**src/rtl/fwd_hazard_pkg.sv**
```systemverilog
// Shared types and helpers for the forwarding/hazard unit: stall FSM states,
// the register-file select code and the stage-to-select encoding.
package fwd_hazard_pkg;

  typedef enum logic {
    ST_RUN   = 1'b0,
    ST_STALL = 1'b1
  } fsm_state_e;

  localparam int unsigned SEL_RF = 0;

  // Stage k (0 = youngest) is selected with code k+1; code 0 is the register file.
  function automatic int unsigned stage_sel(input int unsigned k);
    return k + 1;
  endfunction

endpackage

```
**src/rtl/fwd_src_match.sv**
```systemverilog
// Per-source producer search: finds the youngest stage writing this source's
// register and returns its bypass select plus whether the source must wait.
module fwd_src_match
  import fwd_hazard_pkg::*;
#(
  parameter int REG_AW     = 4,
  parameter int FWD_STAGES = 2,
  parameter int SEL_W      = $clog2(FWD_STAGES+1)
) (
  input  logic [REG_AW-1:0]            src_addr_i,
  input  logic                         src_valid_i,
  input  logic [FWD_STAGES*REG_AW-1:0] stage_dest_i,
  input  logic [FWD_STAGES-1:0]        stage_wb_en_i,
  input  logic [FWD_STAGES-1:0]        stage_rdy_i,
  input  logic                         fwd_mode_i,
  output logic [SEL_W-1:0]             sel_o,
  output logic                         hazard_o
);

  // Scan oldest to youngest so the youngest match is written last and wins.
  always_comb begin
    sel_o    = SEL_W'(SEL_RF);
    hazard_o = 1'b0;
    for (int k = FWD_STAGES-1; k >= 0; k--) begin
      if (src_valid_i && stage_wb_en_i[k] &&
          (src_addr_i == stage_dest_i[k*REG_AW +: REG_AW])) begin
        if (fwd_mode_i) begin
          sel_o    = SEL_W'(stage_sel(k));
          hazard_o = ~stage_rdy_i[k];
        end else begin
          sel_o    = SEL_W'(SEL_RF);
          hazard_o = 1'b1;
        end
      end
    end
  end

endmodule

```
**src/rtl/fwd_hazard_unit.sv**
```systemverilog
// Forwarding select and data-hazard stall for the ID/EX boundary, with a stall
// episode FSM, run-length counter and sticky timeout. Optional performance
// counters are built when FWD_HAZARD_PERF_EN is defined.
module fwd_hazard_unit
  import fwd_hazard_pkg::*;
#(
  parameter int REG_AW     = 4,
  parameter int NUM_SRC    = 2,
  parameter int FWD_STAGES = 2,
  parameter int SEL_W      = $clog2(FWD_STAGES+1),
  parameter int MAX_STALL  = 15,
  parameter int CNT_W      = 16
) (
  input  logic                           clk_i,
  input  logic                           rst_i,
  input  logic [NUM_SRC*REG_AW-1:0]      src_addr_i,
  input  logic [NUM_SRC-1:0]             src_valid_i,
  input  logic [FWD_STAGES*REG_AW-1:0]   stage_dest_i,
  input  logic [FWD_STAGES-1:0]          stage_wb_en_i,
  input  logic [FWD_STAGES-1:0]          stage_rdy_i,
  input  logic                           fwd_mode_i,
  input  logic                           flush_i,
  output logic [NUM_SRC*SEL_W-1:0]       sel_src_o,
  output logic                           hazard_stall_o,
  output logic [$clog2(MAX_STALL+1)-1:0] stall_run_o,
  output logic                           stall_timeout_o,
  output logic [CNT_W-1:0]               perf_stall_cnt_o,
  output logic [CNT_W-1:0]               perf_fwd_cnt_o
);

  localparam int RUN_W = $clog2(MAX_STALL+1);

  logic [NUM_SRC-1:0][SEL_W-1:0] sel_raw;
  logic [NUM_SRC-1:0]            haz_raw;

  for (genvar i = 0; i < NUM_SRC; i++) begin : g_src
    fwd_src_match #(
      .REG_AW     (REG_AW),
      .FWD_STAGES (FWD_STAGES),
      .SEL_W      (SEL_W)
    ) u_match (
      .src_addr_i    (src_addr_i[i*REG_AW +: REG_AW]),
      .src_valid_i   (src_valid_i[i]),
      .stage_dest_i  (stage_dest_i),
      .stage_wb_en_i (stage_wb_en_i),
      .stage_rdy_i   (stage_rdy_i),
      .fwd_mode_i    (fwd_mode_i),
      .sel_o         (sel_raw[i]),
      .hazard_o      (haz_raw[i])
    );
  end

  // Flush only kills the stall; the bypass selects stay live for the squashed slot.
  assign sel_src_o      = rst_i ? '0 : sel_raw;
  assign hazard_stall_o = (|haz_raw) & ~flush_i & ~rst_i;

  fsm_state_e       state_q, state_d;
  logic [RUN_W-1:0] stall_run_q, stall_run_d;
  logic             timeout_q, timeout_d;

  always_comb begin
    state_d = state_q;
    case (state_q)
      ST_RUN:   if (hazard_stall_o)  state_d = ST_STALL;
      ST_STALL: if (!hazard_stall_o) state_d = ST_RUN;
      default:                       state_d = ST_RUN;
    endcase
    if (flush_i) state_d = ST_RUN;

    stall_run_d = '0;
    if (state_d == ST_STALL)
      stall_run_d = (stall_run_q == RUN_W'(MAX_STALL)) ? stall_run_q
                                                       : stall_run_q + RUN_W'(1);
    // Only a registered run that actually reaches the limit trips the flag.
    timeout_d = timeout_q | (stall_run_d == RUN_W'(MAX_STALL));
  end

  always_ff @(posedge clk_i) begin
    if (rst_i) begin
      state_q     <= ST_RUN;
      stall_run_q <= '0;
      timeout_q   <= 1'b0;
    end else begin
      state_q     <= state_d;
      stall_run_q <= stall_run_d;
      timeout_q   <= timeout_d;
    end
  end

  assign stall_run_o     = stall_run_q;
  assign stall_timeout_o = timeout_q;

`ifdef FWD_HAZARD_PERF_EN
  logic [CNT_W-1:0] stall_cnt_q, fwd_cnt_q;

  always_ff @(posedge clk_i) begin
    if (rst_i) begin
      stall_cnt_q <= '0;
      fwd_cnt_q   <= '0;
    end else begin
      if (hazard_stall_o)                   stall_cnt_q <= stall_cnt_q + CNT_W'(1);
      if ((|sel_src_o) && !hazard_stall_o)  fwd_cnt_q   <= fwd_cnt_q + CNT_W'(1);
    end
  end

  assign perf_stall_cnt_o = stall_cnt_q;
  assign perf_fwd_cnt_o   = fwd_cnt_q;
`else
  assign perf_stall_cnt_o = '0;
  assign perf_fwd_cnt_o   = '0;
`endif

endmodule

```
**config.mk**
```make
export PLATFORM = sky130hd
export DESIGN_NAME = fwd_hazard_unit
export DESIGN_NICKNAME = d
export VERILOG_FILES = /design/src/rtl/fwd_hazard_pkg.sv /design/src/rtl/fwd_src_match.sv /design/src/rtl/fwd_hazard_unit.sv
export SDC_FILE = /design/constraint.sdc
export NUM_CORES = 1
export LEC_CHECK = 0
export ABC_AREA = 1
export CORE_UTILIZATION = 30
export CTS_CLUSTER_SIZE = 14
export DETAILED_ROUTE_END_ITERATION = 10
export PLACE_DENSITY_LB_ADDON = 0.05
export SLEW_MARGIN = 20
export SYNTH_ARGS = -nofsm -noshare
export SYNTH_HDL_FRONTEND = slang
export SYNTH_SLANG_ARGS = --single-unit
```
**constraint.sdc**
```tcl
create_clock -name clk_i -period 1.3 [get_ports clk_i]
set_input_delay 0.26 -clock clk_i [delete_from_list [all_inputs] [get_ports clk_i]]
set_output_delay 0.26 -clock clk_i [all_outputs]
set_load 0.1 [all_outputs]
```
==> results.json, run 1 <==
{
  "wirelength_mm": 2.23,
  "die_x_um": 56.1,
  "rsz0062_at_grt": "true",
  "finalMaxSlewViolations": 0,
  "ys_async_sr_fraction": 0,
  "syn_inst": 152,
  "min_to": "stall_timeout_o$_SDFF_PP0_",
  "cp-end-kind": "output port",
  "final_nets": 237,
  "grt_antenna_before_repair": 0,
  "hold_path.class": "in2reg",
  "track_usage": 0.143,
  "power.leakage_nw": 0.818,
  "drive_gt1_frac": 0.608,
  "cts_sinks": 5,
  "finalSetupViolations": 5,
  "cts_buffers": 3,
  "critPathBufInv": 4,
  "grt_overflow": 0,
  "crit_type": "in2out",
  "yosysMostFrequentCell": "nand2_1",
  "placed_cells_incl_taps": 235,
  "cap_violations": 0,
  "die_h_um": 56.1,
  "fin_area_um2": 1700,
  "coreArea_um2": 2760,
  "grt_pass1_wl_mm": 3.71,
  "initial_core_util": 0.318,
  "netlist_area_um2": 877,
  "synth_area_per_cell_um2": 5.77,
  "drc": 0,
  "fin_ws_ps": -217,
  "drtPass1Iterations": 4,
  "clock-root-buffer": "clkbuf_4",
  "yosys-top-cells-area": "buf_4 (27%), nand2_1 (15%), dfxtp_1 (11%)",
  "reg2regPathDepth": 9,
  "crit_path_start_kind": "primary input",
  "hold_start": "rst_i",
  "port_buffers": 35,
  "critPathArrivalTime_ps": 1260,
  "setup_tns_ps": -752,
  "yosysTopAreaCell": "buf_4",
  "fin_skew_ps": 3.05,
  "crit_fanout": 3,
  "cpMaxStageDelayCell": "buf_12",
  "final_antenna_net_count": 0,
  "clkLatencyLatePin_ps": 240,
  "status": "finished, violations left",
  "synthFlopType": "dfxtp_1",
  "final_cells": 240,
  "synth_edf_count": 0,
  "ioPinCount": 68,
  "holdPathStages": 3,
  "dr_total_vias": 982,
  "reg2reg_slack_ps": 10,
  "cp_common_cell": "buf_6",
  "synth_common_cells": "nand2_1 (36), buf_4 (32), inv_1 (20), nor2_1 (20), nand3_1 (8)",
  "synth_top_area_frac": 0.274,
  "violations": "negative setup slack",
  "fmaxAchievable_mhz": 659,
  "ys_seq_elements": 5,
  "yosys_warnings": 0,
  "cp.required_ps": 1040,
  "ys_types": 24,
  "grt_max_degree": 5,
  "finalCritPeriodShare": 1.17,
  "dp_hpwl_mm": 1.78,
  "max_stage_delay_ps": 180,
  "powerDensity_nw_per_um2": 623,
  "cts_tree": "built",
  "drt_iter0_markers": 16,
  "post-route-util": 0.615,
  "clk_pin_slew_ps": 40,
  "viasPerCell": 4.09,
  "synth_seq_area_share": 0.114,
  "r2r-end": "stall_timeout_o$_SDFF_PP0_",
  "place_area_um2": 1480,
  "hold_violations": 0,
  "crit_family": "buffers and inverters",
  "diodes": 0,
  "fin_crit_ps": 1520,
  "htree_levels": 1,
  "crit_chain": "buf_8 > xor2_2 > nor2_2 > nand2_2 > buf_6 > buf_6 > nor2_4 > buf_12",
  "cts.path.max_buffers": 2,
  "worstReg2RegStart": "stall_run_o[0]$_SDFF_PP0_",
  "num_rows": 19,
  "vdd_ir_drop_max_mv": 0.638,
  "gp_congestion": 0.813,
  "dieArea_um2": 3140,
  "wl_per_cell_um": 9.30,
  "first_global_vias": 926,
  "ctsHoldBuffers": 0,
  "syn_to_final_growth_pct": 93.3
}
==> area by class of cell <==
type | count | area [µm²]
fillers | 260 | 1060
multi-input cells | 122 | 761
repair buffers | 54 | 633
inverters | 24 | 124
flip-flops and latches | 5 | 113
well taps | 31 | 38.8
clock buffers | 4 | 26.3
==> report_power, final <==
group	switching (mW)	total (mW)	leakage, nW	internal [mW]
Sequential	0.000847	0.150	0.0432	0.149
Clock	0.0608	0.177	0.0150	0.116
Combinational	0.562	0.730	0.760	0.168
Total	0.624	1.06	0.818	0.433
==> how the worst max path moves through the flow <==
stage                  start             end  slack, ps  cells after the start
5_1_grt        src_addr_i[0]  hazard_stall_o       -300                     11
3_5_place_dp   src_addr_i[2]  hazard_stall_o       -710                     12
2_1_floorplan  src_addr_i[5]  hazard_stall_o       -230                      9
3_3_place_gp   src_addr_i[5]  hazard_stall_o       -710                     12
4_1_cts        src_addr_i[0]  hazard_stall_o       -220                     11
6_report       src_addr_i[6]    sel_src_o[2]       -220                      8
==> placed cells by master (no fill, tap or decap), types with 2 or more instances in the layout <==
cell | netlist | layout
a21oi_2 | 1 | 2
buf_12 | 0 | 10
buf_2 | 0 | 4
buf_4 | 32 | 16
buf_6 | 0 | 10
buf_8 | 0 | 9
clkbuf_4 | 0 | 3
conb_1 | 1 | 32
dfxtp_4 | 0 | 3
dlygate4sd2_1 | 0 | 4
inv_1 | 20 | 9
inv_2 | 4 | 6
inv_4 | 0 | 6
inv_8 | 0 | 2
nand2_1 | 36 | 16
nand2_2 | 6 | 23
nand2_4 | 0 | 3
nand3_1 | 8 | 5
nand3_2 | 2 | 4
nand4_1 | 2 | 2
nor2_1 | 20 | 8
nor2_2 | 1 | 7
nor2_4 | 1 | 7
o21ai_1 | 3 | 3
o21ai_2 | 0 | 2
==> metrics by stage <==
| step | setup WS, ps | power (mW) | hold WS (ps) |
|---|---|---|---|
| after floorplan | -228 | 0.740 | 322 |
| after global placement | -709 | 0.814 | 486 |
| after detailed placement | -707 | 0.815 | 489 |
| after CTS | -223 | 1.04 | 434 |
| after global routing | -304 | 1.11 | 446 |
| final | -217 | 1.06 | 446 |
==> worst min-delay path, stage by stage <==
cell and delay (ps):
dlygate4sd2_1 240, buf_4 120, a21oi_2 20
==> timing repair <==
item | 4_1_cts | 5_1_grt
buffers inserted | 1 | 0
gates resized for setup | 146 | 28
pin swaps | 42 | 24
setup endpoints to repair | 10 | 6
==> cell families (layout without fill, tap and decap cells) <==
kind of cell	after synthesis	count (layout)	share of synthesized area
AOI/OAI and AO/OA	9	9	0.0656
xor gates and xnor gates	2	2	0.0200
adders and majority gates	1	1	0.0143
buffers and inverters	56	82	0.377
DFF	5	5	0.114
other	1	32	0.00428
and+or+nand+nor	78	78	0.405
==> routing by layer <==
| metal | routed length, µm | track usage | vias up |
|---|---|---|---|
| met1 | 972 | 0.184 | 425 |
| met4 | 14 | 0.0209 | 0 |
| met2 | 1110 | 0.255 | 45 |
| met5 | 0 | 0 | - |
| met3 | 137 | 0.0233 | 2 |
| li1 | - | - | 510 |
==> state kept, by name (all words and copies together), names as in the netlist <==
register,cells
stall_run_o,4
stall_timeout_o,1
Note: power is estimated with default switching activity, not from simulation.
==> run 2: changes to the inputs <==
GPL_ROUTABILITY_DRIVEN = 0   (was not set)
SLEW_MARGIN = not set   (was 20)
==> results of run 2 <==
Final layout, timing and power as in run 1 (identical DEF).
==> patch 1: new RTL, settings of run 1 <==
Change the parameter `NUM_SRC` from 2 to 4.
--- a/src/rtl/fwd_hazard_unit.sv
+++ b/src/rtl/fwd_hazard_unit.sv
@@ -7,3 +7,3 @@
   parameter int REG_AW     = 4,
-  parameter int NUM_SRC    = 2,
+  parameter int NUM_SRC    = 4,
   parameter int FWD_STAGES = 2,
Ports: changed (resized sel_src_o, src_addr_i and src_valid_i); port bits go from 68 to 82. No check against the original RTL was run, so the function may have changed too.
==> patch 1 against run 1 <==
  * The run still ends with negative setup slack left
  * Total power up 45%
  * Wire length increased by 110%
  * Sequential cell count stayed put
  * Area after synthesis increased by 41%
  * First-iteration DRC count increased to 4.4 times the old value
  * Sequential share of layout area fell by 2.6 points
  * Setup slack worse by 0.24 ns
  * Design area grew 67%
  * Global-route usage is 5.3 points higher
  * Critical endpoint is now hazard_stall_o
  * Largest power group unchanged
==> patch 1: results (changes against run 1) <==
IO buf count = 49 (was 35)
met2 Use GR = 34.06% (was 25.51%)
Non-Filler Instances = 371 (was 240)
reg2reg start = stall_run_o[1] (was stall_run_o[0])
Commonest cells post-synth = nand2_1 (74), buf_4 (32), inv_1 (27), nor2_1 (27), nand3_1 (17) (was nand2_1 (36), buf_4 (32), inv_1 (20), nor2_1 (20), nand3_1 (8))
failing checks = negative setup slack (unchanged)
placed cell count = 354 (was 235)
met2 WL = 2.308 mm (was 1.108 mm)
Root Buffer = clkbuf_8 (was clkbuf_4)
reg2reg setup slack = -0.11 ns (was 0.01 ns)
GRT Total Usage = 19.58% (was 14.31%)
M1 WL = 1.980 mm (was 972 um)
status = complete, but fails checks (unchanged)
HPWL Detailed = 3.235 mm (was 1.777 mm)
reg2reg path depth = 6 (was 9)
endpoints failing setup = 14 (was 5)
Hold Path Class = register to register (was primary input to register)
setup slack after layout = -0.4598 ns (was -0.2173 ns)
slowest CP cell = nor2_2 (was buf_12)
clk_lat worst skew = 0.22 ns (was 0.24 ns)
Syn Inst Count = 232 (was 152)
DR iter-0 viols = 71 (was 16)
pin count of the biggest net entering global routing = 8 (was 5)
metal3 WL = 282 um (was 137 um)
Top delay family on crit path = simple AND/OR/NAND/NOR gates (was buffers and inverters)
maximum vdd ir drop = 0.0004222 V (was 0.0006377 V)
Net count, final = 361 (was 237)
share of cells above drive strength 1 = 66.56% (was 60.77%)
-- patch 1: metrics by stage --
step,setup TNS (ns),power [mW],area (um^2)
CTS,-3.221,1.348,2385
finish,-3.064,1.534,2834
global placement,-10.68,1.002,2162
detailed placement,-10.82,1.005,2162
floorplan,-2.592,0.8385,1516
global route,-3.915,1.604,2834
-- patch 1: logic make-up after synthesis --
group                      after synthesis  synth area share (%)
other                                    1                0.3040
buffers and inverters                   66                 29.82
and+or+nand+nor                        138                 49.49
DFF                                      5                 8.114
adders and majority gates                1                 1.014
AOI/OAI and AO/OA                       18                 9.127
xor gates and xnor gates                 3                 2.130
-- patch 1: worst min-delay path by stage --
stage	from	end	slack, ns	depth (start not counted)
after floorplan	rst_i	stall_timeout_o	0.32	1
after global placement	stall_timeout_o	stall_timeout_o	0.49	2
after detailed placement	stall_timeout_o	stall_timeout_o	0.49	2
after CTS	stall_timeout_o	stall_timeout_o	0.49	2
after global routing	stall_timeout_o	stall_timeout_o	0.50	2
final	stall_timeout_o	stall_timeout_o	0.48	2
-- patch 1: cell type report --
cell class | instances | area, um^2
inverter | 34 | 205.2
sequential | 5 | 115.1
timing repair buffer | 88 | 1047
tap | 48 | 60.06
multi-input combinational | 192 | 1361
clock buffer | 4 | 45.04
fill | 292 | 964.7
-- patch 1: where the power goes --
part           switching [mW]  internal (mW)  leakage [nW]  total (mW)
Sequential            0.00123          0.148        0.0435       0.149
Combinational           0.762          0.336          1.25        1.10
Clock                  0.0766          0.211        0.0228       0.287
Total                   0.840          0.694          1.31        1.53
-- patch 1: what timing repair did --
item | in CTS | in global routing
resized for setup | 190 | 138
setup endpoints to repair | 14 | 14
buffers inserted | 15 | 10
pin swaps | 45 | 58
==> patch 2: new RTL, settings of run 1 <==
Without the edit above. Register the input `fwd_mode_i` before use, with the module's reset. The logic sees it one clock later. The other inputs are not delayed to match.
--- a/src/rtl/fwd_hazard_unit.sv
+++ b/src/rtl/fwd_hazard_unit.sv
@@ -32,2 +32,12 @@
 
+  logic fwd_mode_q;
+
+  always_ff @(posedge clk_i) begin
+    if (rst_i) begin
+      fwd_mode_q <= '0;
+    end else begin
+      fwd_mode_q <= fwd_mode_i;
+    end
+  end
+
   logic [NUM_SRC-1:0][SEL_W-1:0] sel_raw;
@@ -46,3 +56,3 @@
       .stage_rdy_i   (stage_rdy_i),
-      .fwd_mode_i    (fwd_mode_i),
+      .fwd_mode_i    (fwd_mode_q),
       .sel_o         (sel_raw[i]),
Behaviour: not the same (Yosys sat finds a counterexample within 4 cycles, from zero or initial values and one cycle with rst_i high).
==> patch 2 against run 1 <==
  * Combinational power is 2.9% lower
  * Highest routed layer unchanged
  * Setup slack worse by 0.081 ns
  * Sequential cell count is 1 higher
  * Worst hold slack worse by 0.069 ns
  * Area after synthesis is 3.6% higher
  * Total power is 2.0% higher
  * Design area is 3.1% lower
  * Wire length is 4.7% higher
  * Utilization is 2.9 points lower
  * The flow finishes with violations (design-rule violations, negative setup slack)
==> patch 2: results (changes against run 1) <==
Synth cell types = 18 (was 24)
pin count of the biggest net entering global routing = 6 (was 5)
setup tns final = -1.303 ns (was -0.7521 ns)
via count = 1041 (was 982)
Placed Area = 1546 um^2 (was 1478 um^2)
hold_ws = 0.3766 ns (was 0.4457 ns)
GRT Total Usage = 15.15% (was 14.31%)
DRC = 12 (was 0)
setup slack after layout = -0.2979 ns (was -0.2173 ns)
total wire length = 2.338 mm (was 2.232 mm)
share of cells above drive strength 1 = 51.87% (was 60.77%)
hold-critical path depth = 2 (was 3)
worst-case clock buffer depth = 2 (unchanged)
Internal Power = 0.4391 mW (was 0.4326 mW)
# fillers = 279 (was 260)
maximum vdd ir drop = 0.0004597 V (was 0.0006377 V)
Initial DRT Pass Iterations = 7 (was 4)
sequential area share after synthesis = 13.22% (was 11.41%)
HPWL Detailed = 2.002 mm (was 1.777 mm)
Hold EP = fwd_mode_q (was stall_timeout_o)
RD Place Congestion = 0.7664 (was 0.8131)
Commonest cells post-synth = nand2_1 (46), buf_4 (32), inv_1 (24), nor2_1 (22) (was nand2_1 (36), buf_4 (32), inv_1 (20), nor2_1 (20), nand3_1 (8))
status = complete, but fails checks (unchanged)
Net count, final = 242 (was 237)
reg2reg start = stall_run_o[1] (was stall_run_o[0])
Arrival @ worst endpoint = 1.34 ns (was 1.26 ns)
Synth area leaders = buf_4 (26%), nand2_1 (19%), dfxtp_1 (13%) (was buf_4 (27%), nand2_1 (15%), dfxtp_1 (11%))
CP Max Fanout = 2 (was 3)
failing checks = design-rule violations, negative setup slack (was negative setup slack)
endpoints failing setup = 6 (was 5)
DR iter-0 viols = 49 (was 16)
LEAKAGE = 0.8303 nW (was 0.8183 nW)
first-pass GRT wire length = 3.905 mm (was 3.705 mm)
-- patch 2: cell types whose count changed in the layout (fill, tap and decap cells not counted), moves of 3 or more --
cell	change
buf_8	-6
buf_4	-3
nand3_1	-3
buf_2	+5
nand2_2	-9
nand4_1	+4
nand2_1	+15
buf_6	-4
-- patch 2: what timing repair did --
item                                    CTS  global route
pin swaps                                27            14
setup buffers                             1             1
gates resized for setup                 109            14
endpoints found under the setup margin   10             7
-- patch 2: power groups by stage --
stage	clock network, mW	registers (mW)	logic [mW]
after global routing	0.212	0.184	0.737
after floorplan	0	0.192	0.591
final	0.185	0.184	0.709
after global placement	0	0.187	0.678
after CTS	0.197	0.184	0.697
after detailed placement	0	0.186	0.683
-- patch 2: worst max-delay path by stage --
stage                    start              to  cells after the start
3_5_place_dp   stage_dest_i[0]  hazard_stall_o                     12
2_1_floorplan  stage_dest_i[0]  hazard_stall_o                      9
3_3_place_gp   stage_dest_i[0]  hazard_stall_o                     12
5_1_grt          src_addr_i[6]  hazard_stall_o                     12
6_report        stage_rdy_i[0]  hazard_stall_o                      7
4_1_cts        stage_dest_i[3]    sel_src_o[3]                     11
-- patch 2: area by class of cell --
type | count | area (um^2) | area share [%]
Sequential cell | 6 | 133.9 | 8.149
Timing Repair Buffer | 50 | 536.8 | 32.67
Inverter | 26 | 155.1 | 9.444
Multi-Input combinational cell | 128 | 752.0 | 45.77
Tap cell | 31 | 38.79 | 2.361
Clock buffer | 4 | 26.28 | 1.599
-- patch 2: cells by family (layout without fill, tap and decap cells) --
group           count (synthesis)  after routing  synth area share (%)
compound gates                  5              5                 3.167
xor+xnor                        1              1                0.9644
fa+ha+maj                       1              1                 1.377
buf+inv                        58             80                 37.19
flops                           6              6                 13.22
other cells                     1             32                0.4128
simple gates                   89             89                 43.66
-- patch 2: layer usage --
metal  wire length [um]  vias up  share of wire, %  track usage, %
met5                  0        -                 0               0
met4                 10        0              0.43           3.136
li1                   -      530                 -               -
met3                161        2               6.9           4.082
met1                994      458                43           17.92
met2               1171       51                50           27.39
-- patch 2: critical path, cell delays in order --
cell and delay [ns]:
clkdlybuf4s50_1 0.48, nand4_1 0.10, nand2_1 0.09, nand2_2 0.08
nand2_4 0.07, clkinvlp_4 0.09, buf_12 0.17
-- patch 2: per-stage QoR --
| step | power [mW] | setup slack, ns | std cells |
|---|---|---|---|
| after floorplan | 0.7834 | -0.2180 | 192 |
| after global placement | 0.8649 | -0.7667 | 240 |
| after detailed placement | 0.8696 | -0.8187 | 240 |
| after CTS | 1.077 | -0.3461 | 244 |
| after global routing | 1.133 | -0.3619 | 245 |
| final | 1.078 | -0.2979 | 245 |
